<file path="src/rtl/victim_cache_control.sv">
// Victim cache controller: services L2 read/install requests,
// evicts dirty victims to physical memory and keeps hit/miss counters.
module victim_cache_control #(
  parameter int CNT_WIDTH = 16
) (
  input  logic                 clk,
  input  logic                 rst,
  input  logic                 l2_read,
  input  logic                 l2_write,
  input  logic                 l2_wdirty,
  output logic                 l2_resp,
  output logic                 l2_rdirty,
  output logic                 pmem_read,
  output logic                 pmem_write,
  input  logic                 pmem_resp,
  input  logic                 VC_hit,
  input  logic                 VC_hit_dirty,
  input  logic                 VC_LRU_dirty,
  input  logic [2:0]           hit_way,
  input  logic [23:0]          LRU_out,
  output logic [2:0]           data_index,
  output logic                 load_VC,
  output logic                 load_VC_dirty,
  output logic                 load_LRU,
  output logic                 VC_dirty_bit,
  output logic                 VC_write,
  output logic [CNT_WIDTH-1:0] hit_count,
  output logic [CNT_WIDTH-1:0] miss_count
);

  typedef enum logic [2:0] {
    IDLE,
    RD_HIT,
    RD_ADDR,
    RD_FETCH,
    WR_HIT,
    WB_ADDR,
    WB_WRITE,
    INSTALL
  } state_t;

  state_t     state;
  logic [2:0] way_q;
  logic       accept;
  logic       hit_inc;
  logic       miss_inc;

  // Only the LRU way is consumed; the rest of the stack is datapath-owned.
  logic unused_lru;
  assign unused_lru = ^LRU_out[23:3];

  assign accept   = (state == IDLE) && (l2_read || l2_write);
  assign hit_inc  = accept && VC_hit;
  assign miss_inc = accept && !VC_hit;

  always_ff @(posedge clk or posedge rst) begin
    if (rst) begin
      state      <= IDLE;
      way_q      <= '0;
      hit_count  <= '0;
      miss_count <= '0;
    end else begin
      if (hit_inc && (hit_count != '1))
        hit_count <= hit_count + 1'b1;
      if (miss_inc && (miss_count != '1))
        miss_count <= miss_count + 1'b1;
      unique case (state)
        IDLE: begin
          if (accept)
            way_q <= VC_hit ? hit_way : LRU_out[2:0];
          if (l2_read)
            state <= VC_hit ? RD_HIT : RD_ADDR;
          else if (l2_write) begin
            if (VC_hit)
              state <= WR_HIT;
            else if (VC_LRU_dirty)
              state <= WB_ADDR;
            else
              state <= INSTALL;
          end
        end
        RD_HIT:   state <= IDLE;
        RD_ADDR:  state <= RD_FETCH;
        RD_FETCH: if (pmem_resp) state <= IDLE;
        WR_HIT:   state <= IDLE;
        WB_ADDR:  state <= WB_WRITE;
        WB_WRITE: if (pmem_resp) state <= INSTALL;
        INSTALL:  state <= IDLE;
        default:  state <= IDLE;
      endcase
    end
  end

  // Outputs decode the current state so reset clears them at once.
  always_comb begin
    l2_resp       = 1'b0;
    l2_rdirty     = 1'b0;
    pmem_read     = 1'b0;
    pmem_write    = 1'b0;
    load_VC       = 1'b0;
    load_VC_dirty = 1'b0;
    load_LRU      = 1'b0;
    VC_dirty_bit  = 1'b0;
    VC_write      = 1'b0;
    data_index    = way_q;
    unique case (state)
      IDLE: data_index = LRU_out[2:0];
      RD_HIT: begin
        l2_resp   = 1'b1;
        l2_rdirty = VC_hit_dirty;
        load_LRU  = 1'b1;
      end
      RD_ADDR: ;
      RD_FETCH: begin
        pmem_read = 1'b1;
        l2_resp   = pmem_resp;
      end
      WR_HIT: begin
        load_VC       = 1'b1;
        load_VC_dirty = 1'b1;
        VC_dirty_bit  = l2_wdirty | VC_hit_dirty;
        load_LRU      = 1'b1;
        l2_resp       = 1'b1;
      end
      WB_ADDR:  VC_write   = 1'b1;
      WB_WRITE: pmem_write = 1'b1;
      INSTALL: begin
        load_VC       = 1'b1;
        load_VC_dirty = 1'b1;
        VC_dirty_bit  = l2_wdirty;
        load_LRU      = 1'b1;
        l2_resp       = 1'b1;
      end
      default: ;
    endcase
  end

endmodule

</file>
<file path="config.mk">
export PLATFORM = sky130hd
export DESIGN_NAME = victim_cache_control
export DESIGN_NICKNAME = d
export VERILOG_FILES = /design/src/rtl/victim_cache_control.sv
export SDC_FILE = /design/constraint.sdc
export NUM_CORES = 1
export LEC_CHECK = 0
export ABC_AREA = 0
export CORE_MARGIN = 4
export CORE_UTILIZATION = 30
export CTS_CLUSTER_SIZE = 14
export DETAILED_ROUTE_END_ITERATION = 8
export GPL_ROUTABILITY_DRIVEN = 0
export PLACE_DENSITY_LB_ADDON = 0.05
export SLEW_MARGIN = 20
export SYNTH_ARGS = -nofsm -noshare
export SYNTH_HDL_FRONTEND = slang
export SYNTH_SLANG_ARGS = --single-unit
export TNS_END_PERCENT = 5
</file>
<file path="constraint.sdc">
create_clock -name clk -period 2.9 [get_ports clk]
set_clock_uncertainty 0.05 [all_clocks]
set_input_delay 0.435 -clock clk [delete_from_list [all_inputs] [get_ports clk]]
set_output_delay 0.435 -clock clk [all_outputs]
set_load 0.05 [all_outputs]
</file>
**Word-level counts from Yosys, hierarchy flattened**

Cells that the tools add are included.

- Register bits: 38
- Latch bits: 0
- RAM bits: 0
- ROM bits: 0
- Logic and storage cells: 49
- Memories kept: 0

- Add/subtract/negate cells: 2
- $mul: 0
- Divide/modulo/power cells: 0
- Order comparisons: 0
- Eq/ne operators: 12
- Shift-type cells: 0
- Multiplexer cells: 18
- Bitwise operators: 1
- Reductions and logical operators: 12

Operator list:

| cell | number |
|---|---|
| 16-bit by 1-bit adder with 16-bit output (second input constant) | 2 |
| 16-bit inequality test (second input constant) | 2 |
| 3-bit 2-to-1 mux | 6 |
| 3-bit case mux with 6 select lines | 1 |
| 3-bit == test (second input constant) | 4 |
| 3-bit by 2-bit == test with 1-bit output (second input constant) | 2 |
| 1-bit 2-to-1 mux | 6 |
| 2-bit 2-to-1 mux | 3 |
| 1-bit logical AND | 5 |
| 2-bit inequality test (second input constant) | 2 |
| 1-bit case mux with 2 select lines | 2 |
| 3-bit by 1-bit == test with 1-bit output (second input constant) | 1 |
| 3-bit logical NOT | 1 |
| 3-bit inequality test (second input constant) | 1 |
| 3-bit AND reduction | 1 |
| 3-bit OR reduction | 1 |
| 2-bit AND reduction | 1 |
| 2-bit OR reduction | 1 |
| 1-bit logical NOT | 1 |
| 1-bit logical OR | 1 |
| 1-bit OR | 1 |

**Longest topological paths before layout**

- Word-level depth: 5
- Depth in mapped cells: 7

**Worst setup path after synthesis**

OpenSTA, ideal clock, no wires.

- Kind: register -> output
- From: register state[1]
- To: output l2_resp
- Arrival: 2,288 ps
- Path slack: 127 ps
- Stages on the path, launching flop included: 5
- Buffers on the path: 1
- Cell sequence: dfrtp_1 > clkbuf_1 > nand2b_1 > o21ai_0 > a21o_1

- Word-level cells in the longest chain between the ends: 3
- Elaborated cells on any way between the ends: 6
- Classes of those cells: 4 x eq/ne; 1 x mux; 1 x reduce/logical

RTL lines:

| what | line | RTL |
|---|---|---|
| start, declared | 42 | `state_t state;` |
| start signal, assigned | 72 | `state <= VC_hit ? RD_HIT : RD_ADDR;` |
| 3-bit == test / 3-bit by 1-bit == test with 1-bit output (equally long branches) | 106 | `unique case (state)` |
| 3-bit OR reduction (no line) | - |  |
| 1-bit case mux with 2 select lines (*) | 106 |  |
| end, declared | 11 | `output logic l2_resp,` |

Every way passes the cells marked *; elsewhere a longest branch is shown, timed or not.

**Worst setup path after layout**

- From: register state[1]
- To: output VC_write

- Word-level cells in the longest chain between the ends: 2

RTL lines:

| what | line | RTL |
|---|---|---|
| 3-bit == test | 106 |  |
| 1-bit 2-to-1 mux | 106 |  |
| end, declared | 26 | `output logic VC_write,` |

Every way passes these cells.

==> flow_metrics.tcl <==
set metrics [dict create \
    outcome "finished clean" \
    clk_latency_ps 290 \
    drive_gt1_share_pct 8.37 \
    vdd.ir_drop.worst_uv 746 \
    reg2reg_depth 4 \
    fin_util_pct 43.6 \
    final.fill_count 660 \
    coreArea_um2 6460 \
    drt_iter0_markers 69 \
    final_max_slew_viol_count 0 \
    worst_slack_ps 243 \
    grt_pass1_wl_um 8290 \
    num_vias 1684 \
    ys_types 40 \
    htreeDepth 2 \
    placed_area_um2 2670 \
    first_global_vias 1703 \
    dieHeight_um 90.3 \
    clock_path_buffers 2 \
    syn_inst 202 \
    max_freq_mhz 376 \
    die_x_um 90.3 \
    yosysMostFrequentCell "dfrtp_1" \
    hold_slack_ps 441 \
    cp-end-kind "output pin" \
    cts_setup_buffers 0 \
    syn_nets 240 \
    synth_top_area_share_pct 46.8 \
    avgSynthCellArea_um2 10.1 \
    syn_to_final_growth_pct 38.5 \
    yosys.area.top_type "dfrtp_1" \
    antennaDiodeCount 0 \
    setup_viol 0 \
    cts_resized 0 \
    post-route-cell-area_um2 2820 \
    pre_cts_slack_ps 442 \
    power.leakage_nw 1.23 \
    cp_data_required_time_ps 2410 \
    grt_max_degree 39 \
    start_util_pct 31.5 \
    hold_path.class "register to register" \
    yosysSeqAreaShare_pct 46.8 \
    worst_slew_pin_slew_ps 790 \
    crit_path_max_fanout 11 \
    drc 0 \
    crit_type "register to output pin" \
    grt.total_usage_pct 12.2 \
    viasPerCell 4.95 \
    pin_count 80 \
    crit_start "state[1]" \
    cts_made_buffers 5 \
    ys_warn_count 0 \
    die-area_um2 8160 \
    cp.arrival_ps 2170 \
    synth-edff-count 0 \
    dp_hpwl_um 3390 \
    power_density_nw_per_um2 864 \
    yosys_most_used_dff "dfrtp_1" \
    rr_endpoint "hit_count[1]" \
    synthTopCellsByArea "dfrtp_1 47%, xnor2_1 6.5%, xor2_1 4.7%, nand2_1 3.5%, nor2_1 3.0%" \
    clk_pin_slew_ps 80 \
    cap_violations 0 \
    ys_ff_latch 38 \
    r2r-start "state[0]" \
    crit_end "VC_write" \
    portBuffers 58 \
    cts_tree "yes" \
    fp-row-count 29 \
    cts_hold_buf 0 \
    power_mw 2.43 \
    drt-total-wl_um 4720 \
    dp_cells 332 \
    drtPass1Iterations 4 \
    reg2reg_slack_ps 580 \
    cts.sinks 38 \
    rsz0062_at_grt "false" \
    setup_tns_ps 0 \
    root_buffer "clkbuf_8" \
    maxSlewHeadroom_pct 46.9 \
    final_cells 340 \
    wl_per_cell_um 13.9 \
    post-route-period-util_pct 91.6 \
    final_nets 300 \
    antenna_found_initial 0 \
    ys_top_cells_by_count "38 x dfrtp_1, 19 x nand2_1, 16 x nor2_1" \
    syn_area_um2 2030 \
    synth-async-reset-ratio_pct 100 \
    start_kind "register" \
    postRouteAntennaNets 0 \
    grt_overflow 0 \
    layout_min_cycle_time_ps 2660 \
    hold_violations 0 \
]
-- per-layer routing --
layer,wire (µm),part of all wire [%],vias up,GRT usage [%]
li1,-,-,835,-
met1,2300,49,804,16.7
met2,2090,44,38,18.4
met3,250,5.3,7,3.42
met4,72,1.5,0,4.34
met5,0,0,-,0
-- logic make-up after synthesis --
group           Yosys count  synth area share, %
buf+inv                  13                 3.32
mux                       7                 3.69
xor+xnor                 26                 11.2
simple gates             91                 26.0
fa+ha+maj                 2                 1.23
flops                    38                 46.8
compound gates           25                 7.75
-- sequential cells by signal, indices dropped and copies added, names as in the netlist --
signal and flops:
hit_count 16, miss_count 16, state 3, way_q 3
-- worst min-delay path by stage --
stage	startpoint	to	slack, ps	cells past startpoint
global placement	miss_count[15]	miss_count[15]	430	1
finish	miss_count[15]	miss_count[15]	440	1
global route	miss_count[15]	miss_count[15]	460	1
floorplan	way_q[0]	way_q[0]	440	2
detailed placement	hit_count[9]	hit_count[9]	430	1
CTS	hit_count[9]	hit_count[9]	440	1
-- cell type report --
class	count	area [µm²]	share of cell area [%]
tap	77	96.3	3.42
sequential	38	951	33.8
clock buffer	6	82.6	2.93
clock inverter	2	60.1	2.13
multi-input combinational	151	1010	36.0
timing repair buffer	60	588	20.9
inverter	6	22.5	0.800
-- report_power, final --
| group | internal (mW) | total [mW] | leakage [nW] | switching, mW |
|---|---|---|---|---|
| Combinational | 0.382 | 1.09 | 0.655 | 0.713 |
| Clock | 0.367 | 0.560 | 0.0714 | 0.193 |
| Sequential | 0.623 | 0.777 | 0.500 | 0.154 |
| Total | 1.37 | 2.43 | 1.23 | 1.06 |
-- cell usage in the layout (no fill, tap or decap), types with 3 or more instances in the layout --
master	n
xor2_1	11
and4_1	6
nand4_1	8
clkdlybuf4s50_1	55
nor2_1	16
nand3_1	11
inv_1	6
mux2i_1	3
dfrtp_1	38
nor3_1	6
nand2_1	19
xnor2_1	15
clkbuf_8	6
o31ai_1	3
buf_4	5
and3_1	7
and2_1	6
mux2_2	4
o21ai_0	3
a21oi_1	7
a31oi_1	5
-- critical path, cell delays in order, from the launching register on --
cell and delay [ps]:
dfrtp_1 490, nand2b_1 220, or2_2 320, inv_1 60, clkdlybuf4s50_1 790
Power figures use the tool's default switching activity.
